[src/rtl/note_tone_gen.sv]
// note_tone_gen: square-wave buzzer driver for the piano controller note bus.
// Latency: inputs sampled at edge N+1; new pitch appears on speaker from edge N+2.
// Backpressure: none; inputs are level-sampled every clock and outputs free-run.
//
// Ports:
//   clk          in  1  system clock, all state on rising edge
//   reset        in  1  asynchronous active-low reset, clears all state at once
//   note_in      in  4  0 = rest, 1..7 = C..B, 8..15 = rest
//   octave_in    in  2  0 = low, 1 = middle, 2 = high, 3 = middle
//   vol_in       in  2  (TONE_VOLUME_EN builds only) 0 = mute, 1..3 = 12.5/25/50% duty
//   speaker      out 1  registered square wave to the buzzer
//   playing      out 1  registered, high while a valid note is sounding
//   period_tick  out 1  registered pulse on the last clock of every full period
//
// Build option: define TONE_VOLUME_EN to add vol_in and duty-cycle volume control.
// Without it the waveform is a fixed 50% duty square wave.

module note_tone_gen #(
  parameter int CLK_HZ = 100_000_000,
  parameter int CNT_W  = 20
) (
  input  logic       clk,
  input  logic       reset,
  input  logic [3:0] note_in,
  input  logic [1:0] octave_in,
`ifdef TONE_VOLUME_EN
  input  logic [1:0] vol_in,
`endif
  output logic       speaker,
  output logic       playing,
  output logic       period_tick
);

  // Middle-octave half periods in clocks, truncated.
  localparam logic [CNT_W-1:0] HALF_C = CNT_W'(CLK_HZ / (2 * 262));
  localparam logic [CNT_W-1:0] HALF_D = CNT_W'(CLK_HZ / (2 * 294));
  localparam logic [CNT_W-1:0] HALF_E = CNT_W'(CLK_HZ / (2 * 330));
  localparam logic [CNT_W-1:0] HALF_F = CNT_W'(CLK_HZ / (2 * 349));
  localparam logic [CNT_W-1:0] HALF_G = CNT_W'(CLK_HZ / (2 * 392));
  localparam logic [CNT_W-1:0] HALF_A = CNT_W'(CLK_HZ / (2 * 440));
  localparam logic [CNT_W-1:0] HALF_B = CNT_W'(CLK_HZ / (2 * 494));

  typedef enum logic {
    ST_REST = 1'b0,
    ST_TONE = 1'b1
  } state_t;

  // Input stage
  logic [3:0]       r_note_q;
  logic [1:0]       r_oct_q;
`ifdef TONE_VOLUME_EN
  logic [1:0]       r_vol_q;
`endif
  // {note,octave} seen on the previous cycle; a difference while sounding
  // means the player picked a new pitch and the waveform restarts.
  logic [5:0]       r_key;

  state_t           r_state;
  state_t           w_state_nxt;
  logic [CNT_W-1:0] r_cnt;
  logic [CNT_W-1:0] w_cnt_nxt;
  logic             r_speaker;
  logic             r_playing;
  logic             r_tick;
  logic             w_speaker_nxt;
  logic             w_playing_nxt;
  logic             w_tick_nxt;

  logic             w_valid;
  logic             w_change;
  logic [CNT_W-1:0] w_base_half;
  logic [CNT_W-1:0] w_half;
  logic [CNT_W-1:0] w_period;
  logic [CNT_W-1:0] w_last_cnt;
  logic [CNT_W-1:0] w_high;

  assign w_valid    = (r_note_q[3] == 1'b0) && (r_note_q[2:0] != 3'd0);
  assign w_change   = (r_key != {r_note_q, r_oct_q});
  assign w_period   = w_half << 1;
  assign w_last_cnt = w_period - CNT_W'(1);

  // Pitch lookup from the registered note.
  always_comb begin
    w_base_half = '0;
    case (r_note_q[2:0])
      3'd1:    w_base_half = HALF_C;
      3'd2:    w_base_half = HALF_D;
      3'd3:    w_base_half = HALF_E;
      3'd4:    w_base_half = HALF_F;
      3'd5:    w_base_half = HALF_G;
      3'd6:    w_base_half = HALF_A;
      3'd7:    w_base_half = HALF_B;
      default: w_base_half = '0;
    endcase
  end

  // Octave scaling; code 3 is an alias for the middle octave.
  always_comb begin
    w_half = w_base_half;
    case (r_oct_q)
      2'd0:    w_half = w_base_half << 1;
      2'd2:    w_half = w_base_half >> 1;
      default: w_half = w_base_half;
    endcase
  end

  // High-phase length. Volume only reshapes the duty cycle; the period and
  // counter are untouched so a volume change never restarts the waveform.
`ifdef TONE_VOLUME_EN
  always_comb begin
    w_high = '0;
    case (r_vol_q)
      2'd1:    w_high = w_period >> 3;
      2'd2:    w_high = w_period >> 2;
      2'd3:    w_high = w_period >> 1;
      default: w_high = '0;
    endcase
  end
`else
  assign w_high = w_half;
`endif

  // Next-state and next-output logic. Outputs are computed from the counter
  // value being loaded, so speaker/period_tick line up with r_cnt exactly.
  always_comb begin
    w_state_nxt   = r_state;
    w_cnt_nxt     = '0;
    w_speaker_nxt = 1'b0;
    w_playing_nxt = 1'b0;
    w_tick_nxt    = 1'b0;

    case (r_state)
      ST_REST: begin
        if (w_valid) begin
          w_state_nxt = ST_TONE;
          w_cnt_nxt   = '0;
        end
      end
      ST_TONE: begin
        if (!w_valid) begin
          // Cut period: the tick below stays low because the state leaves TONE.
          w_state_nxt = ST_REST;
        end else if (w_change) begin
          w_cnt_nxt = '0;
        end else if (r_cnt == w_last_cnt) begin
          w_cnt_nxt = '0;
        end else begin
          w_cnt_nxt = r_cnt + CNT_W'(1);
        end
      end
      default: w_state_nxt = ST_REST;
    endcase

    if (w_state_nxt == ST_TONE) begin
      w_playing_nxt = 1'b1;
      w_speaker_nxt = (w_cnt_nxt < w_high);
      w_tick_nxt    = (w_cnt_nxt == w_last_cnt);
    end
  end

  always_ff @(posedge clk or negedge reset) begin
    if (!reset) begin
      r_note_q  <= 4'd0;
      r_oct_q   <= 2'd1;
`ifdef TONE_VOLUME_EN
      r_vol_q   <= 2'd0;
`endif
      r_key     <= 6'd0;
      r_state   <= ST_REST;
      r_cnt     <= '0;
      r_speaker <= 1'b0;
      r_playing <= 1'b0;
      r_tick    <= 1'b0;
    end else begin
      r_note_q  <= note_in;
      r_oct_q   <= octave_in;
`ifdef TONE_VOLUME_EN
      r_vol_q   <= vol_in;
`endif
      r_key     <= {r_note_q, r_oct_q};
      r_state   <= w_state_nxt;
      r_cnt     <= w_cnt_nxt;
      r_speaker <= w_speaker_nxt;
      r_playing <= w_playing_nxt;
      r_tick    <= w_tick_nxt;
    end
  end

  assign speaker     = r_speaker;
  assign playing     = r_playing;
  assign period_tick = r_tick;

endmodule
[config.mk]
export PLATFORM = sky130hd
export DESIGN_NAME = note_tone_gen
export DESIGN_NICKNAME = d
export VERILOG_FILES = /design/src/rtl/note_tone_gen.sv
export SDC_FILE = /design/constraint.sdc
export NUM_CORES = 1
export LEC_CHECK = 0
export CAP_MARGIN = 20
export CORE_ASPECT_RATIO = 1.75
export CORE_MARGIN = 3
export CORE_UTILIZATION = 60
export DETAILED_ROUTE_END_ITERATION = 12
export GPL_ROUTABILITY_DRIVEN = 0
export PLACE_DENSITY = 0.78
export SYNTH_ARGS = -nofsm -noshare
export SYNTH_HDL_FRONTEND = slang
export SYNTH_SLANG_ARGS = --single-unit
[constraint.sdc]
create_clock -name clk -period 6.3 [get_ports clk]
set_clock_uncertainty 0.2 [all_clocks]
set_input_delay 1.26 -clock clk [delete_from_list [all_inputs] [get_ports clk]]
set_output_delay 1.26 -clock clk [all_outputs]
set_load 0.1 [all_outputs]
==> run summary <==
The flow ran to the end, and the final reports show no timing, DRC or antenna violations. In this run the vertical extent of the chip is 113 µm. The detailed-route wire length is between 10,000 and 15,000 µm.

The final count of pins violating max slew came to 0. In this run the tool buffered the top-level ports with 10 buffer cells. The maximum clock rate is 166 MHz. The top fanout value on the critical path is 11. The sort of element at the end of the critical path is a register. Prior to clock tree synthesis, the placed netlist has a worst setup slack of between 0.4 and 0.5 ns. In this run the power density over the cells is ~140 nW/µm². The initial antenna violation count is 0. The number of warnings printed during yosys synthesis came out at 0. The count of clock tree sinks is 35. The data required time at the worst endpoint came out at approximately 6.3 ns. The number of detailed-routing iterations run before antenna repair came out at 7. The layout has 579 filler cells. The post-CTS resize count is 0. The actual slew at the worst max-slew pin is between 0.9 and 1 ns. The post-synthesis compound-gate area fraction is 0.230. The clock passes through at most 2 buffers. The netlist uses 84 different library cells. The floorplan has 38 rows.

The area of the die came out at ~7600 µm². The post-synthesis xor/xnor area fraction came out at 0.109. The number of antenna cells inserted is 0. The number of buffers added to fix hold violations after cts came out at 0.

The cell area after synthesis came out at a little under 4000 µm². The clock buffer count from CTS came out at 5. The average cell area after synthesis came out at 8.05 µm². The share of synthesized cell area in full adder, half adder and majority cells is 0.0633.

The number of design rule violations left after detail routing is 0. Counting every net in the synthesized netlist gives between 500 and 600. The top-area cell type share of the netlist area came out at 0.215. The proportion of synthesized chip area in sequential cells came out at 0.222. The width of the die came out at a little under 70 µm. The initial utilization of the core area, before any placement, comes to 0.630.

The number of hold violations in the final report is 0. The total global-route track usage came out at 0.352. After detailed routing, the average wire length per cell comes to ~22 µm. The number of synthesized flops with an enable pin came out at 0. Clock tree synthesis selected as its root buffer the cell sky130_fd_sc_hd__clkbuf_8. The flop and latch count out of synthesis came out at 35. The final net count came out at between 500 and 600. Clock-pin slew was measured on the worst setup and hold paths at around 0.070 ns. The sequential cells in the finished layout cover a total of 877 µm².

The gate count of the mapped netlist is 491. After synthesis, the cell types taking the most area are sky130_fd_sc_hd__dfrtp_1, sky130_fd_sc_hd__ha_1, sky130_fd_sc_hd__xnor2_1, sky130_fd_sc_hd__xor2_1, sky130_fd_sc_hd__a21oi_1. The via count of the first global-routing pass came out at between 3,000 and 4,000. The share of synthesized cell area in and, or, nand and nor gates came out at 0.296. The layout overhead on the synthesized area came out at 4.08%.

The number of failing setup endpoints in the final timing report came out at 0. Global routing finished with a remaining overflow of 0. The path class of the tightest hold or removal check is reg -> reg. Setup repair after global routing left no endpoint under its margin. The clock latency on the worst-skew pair came out at ~0.3 ns.

The dominant combinational cell family by area after synthesis is simple AND/OR/NAND/NOR gates. The accumulated negative setup slack came out at 0 ns. The number of top-level pins is 11. The iteration-0 DRC count of the detailed router came out at roughly 530. The period utilization is 0.954. The category of the critical setup timing path is reg -> reg. VDD sags by at most between 100 and 150 µV. The number of antenna-violating nets in the routed design is 0.

The launching element type of the critical path is a register. The cell taking the most area after synthesis is sky130_fd_sc_hd__dfrtp_1. The worst pin sits at a relative slew slack of 0.351.

The data arrival time at the worst-slack endpoint is approximately 6 ns. In the synthesized netlist the dominant register cell turns out to be sky130_fd_sc_hd__dfrtp_1. The mux share of post-synthesis cell area is 0.0130.

The first-pass GRT wire length is about 20,000 µm. The clock period minus worst slack came out at roughly 6.0 ns. The total half-perimeter wirelength after legalization and detailed placement came out at about 9600 µm.

Summing all multi-input logic gate instances after layout gives roughly 2800 µm². The via count came out at between 3,000 and 4,000. The least setup slack across all paths after layout came out at 0.289 ns.

The max-cap check violation count came out at 0. TritonCTS built the clock tree. The fraction of layout cells with a size suffix above 1 came out at 0.0857. The maximum number of pins on one net before global-route repair is 36.

The level count of the clock H-tree came out at 2. The proportion of synthesized flip-flops having asynchronous set or reset came out at 1.00. For this design the static power due to leakage is 1.62 nW. The number of buffers inserted by post-CTS setup repair is 0.

In this run the standard cell core region covers between 6000 and 7000 µm². The number of vias per cell is around 7.
==> path summary, 6_finish.rpt <==
kind                             startpoint         to  slack (ns)  depth (start not counted)
max in group asynchronous             reset   r_cnt[2]        4.56                          1
worst max register to register  r_note_q[0]    speaker        0.29                         23
worst min-delay path            r_note_q[3]   r_key[5]        0.18                          0
worst min register to register  r_note_q[3]   r_key[5]        0.18                          0
min in group asynchronous             reset  r_cnt[16]        0.84                          1
worst max-delay path            r_note_q[0]    speaker        0.29                         23
==> routing by layer <==
layer | routed length, µm | vias to the layer above | global-route usage
li1 | - | 1801 | -
met1 | 4360 | 1838 | 0.384
met2 | 6080 | 267 | 0.576
met3 | 1060 | 77 | 0.0759
met4 | 1070 | 0 | 0.264
met5 | 0 | - | 0
==> stage by stage <==
step	hold WS, ns	utilization	total power, W	cell area [µm²]	cells
after floorplan	0.154	-	0.000383	3950	491
after CTS	0.190	0.656	0.000588	4120	570
after global placement	0.162	0.643	0.000426	4030	562
after global routing	0.216	0.656	0.000621	4120	570
final	0.184	0.656	0.000593	4120	570
after detailed placement	0.174	0.643	0.000429	4030	562
==> critical path: stages (launching register included) <==
cell and delay, ns:
sky130_fd_sc_hd__dfrtp_1 0.52, sky130_fd_sc_hd__inv_1 0.22, sky130_fd_sc_hd__a21oi_1 0.15, sky130_fd_sc_hd__a31oi_1 0.36, sky130_fd_sc_hd__ha_1 0.44, sky130_fd_sc_hd__or3b_1 0.39, sky130_fd_sc_hd__a31o_1 0.26, sky130_fd_sc_hd__o311ai_4 0.11
sky130_fd_sc_hd__mux2i_1 0.17, sky130_fd_sc_hd__or4_4 0.57, sky130_fd_sc_hd__nor4_4 0.30, sky130_fd_sc_hd__nand2b_1 0.33, sky130_fd_sc_hd__nor2_1 0.12, sky130_fd_sc_hd__ha_1 0.34, sky130_fd_sc_hd__a21o_1 0.17, sky130_fd_sc_hd__a21oi_1 0.14
sky130_fd_sc_hd__nor2b_1 0.06, sky130_fd_sc_hd__o21ai_0 0.19, sky130_fd_sc_hd__nand2b_1 0.08, sky130_fd_sc_hd__a21oi_1 0.14, sky130_fd_sc_hd__nor2b_1 0.06, sky130_fd_sc_hd__o21ai_0 0.32, sky130_fd_sc_hd__a211oi_1 0.13, sky130_fd_sc_hd__nor3_1 0.17
==> cell usage after synthesis (all sizes together) (4+ instances only) <==
library cell / number
a211oi: 6
ha: 20
or2: 5
or3: 5
nand3b: 4
nor3: 15
xnor2: 27
o21ai: 30
nand2: 29
xor2: 22
o211ai: 5
a31oi: 9
a22oi: 5
and2: 10
a21oi: 31
nor2b: 15
inv: 12
nor2: 41
a21boi: 5
nand3: 25
dfrtp: 34
buf: 25
nand2b: 14
mux2i: 4
nand4: 10
clkbuf: 8
and3: 9
nor4: 5
==> logic make-up after synthesis <==
family / Yosys count
AOI/OAI and AO/OA: 130
xor gates and xnor gates: 49
adders and majority gates: 20
buffers and inverters: 45
DFF: 35
muxes: 5
and+or+nand+nor: 207
==> layout by cell type (no fill, tap or decap), types with 3 or more instances in the layout <==
cell	netlist	layout
sky130_fd_sc_hd__nor2_1	40	40
sky130_fd_sc_hd__dfrtp_1	34	34
sky130_fd_sc_hd__a21oi_1	31	31
sky130_fd_sc_hd__nand2_1	29	29
sky130_fd_sc_hd__o21ai_0	28	28
sky130_fd_sc_hd__xnor2_1	27	27
sky130_fd_sc_hd__nand3_1	25	25
sky130_fd_sc_hd__xor2_1	22	22
sky130_fd_sc_hd__ha_1	20	20
sky130_fd_sc_hd__nor2b_1	15	15
sky130_fd_sc_hd__nor3_1	15	15
sky130_fd_sc_hd__nand2b_1	14	14
sky130_fd_sc_hd__buf_4	4	14
sky130_fd_sc_hd__inv_1	11	11
sky130_fd_sc_hd__nand4_1	10	10
sky130_fd_sc_hd__and2_1	10	10
sky130_fd_sc_hd__and3_1	9	9
sky130_fd_sc_hd__clkdlybuf4s50_1	0	9
sky130_fd_sc_hd__a31oi_1	8	8
sky130_fd_sc_hd__a211oi_1	6	6
sky130_fd_sc_hd__a22oi_1	5	5
sky130_fd_sc_hd__o211ai_1	5	5
sky130_fd_sc_hd__a21boi_0	5	5
sky130_fd_sc_hd__clkbuf_8	0	5
sky130_fd_sc_hd__mux2i_1	4	4
sky130_fd_sc_hd__or3_1	4	4
sky130_fd_sc_hd__o22ai_1	3	3
sky130_fd_sc_hd__a32oi_1	3	3
sky130_fd_sc_hd__nand3b_1	3	3
sky130_fd_sc_hd__o2111ai_1	3	3
sky130_fd_sc_hd__a21o_1	3	3
sky130_fd_sc_hd__o221ai_1	3	3
sky130_fd_sc_hd__nor4_1	3	3
==> registers in the layout (all words and copies together), names as in the netlist <==
signal,count
r_cnt,20
r_key,6
r_note_q,4
r_oct_q,2
period_tick,1
playing,1
speaker,1
==> report_power, final <==
part	total (W)	internal [W]	leakage (nW)	switching (W)
clock	0.000161	0.0000776	0.0422	0.0000831
sequential	0.000236	0.000230	0.456	0.00000599
combinational	0.000197	0.0000735	1.12	0.000123
total	0.000593	0.000381	1.62	0.000213
==> final cells by class <==
class	count	area share
Sequential cell	35	0.213
Clock buffer	7	0.0185
Inverter	12	0.0109
Timing Repair Buffer	24	0.0486
Multi-Input combinational cell	411	0.683
Clock inverter	1	0.00122
Tap cell	80	0.0243
Note: power is estimated with default switching activity, not from simulation.
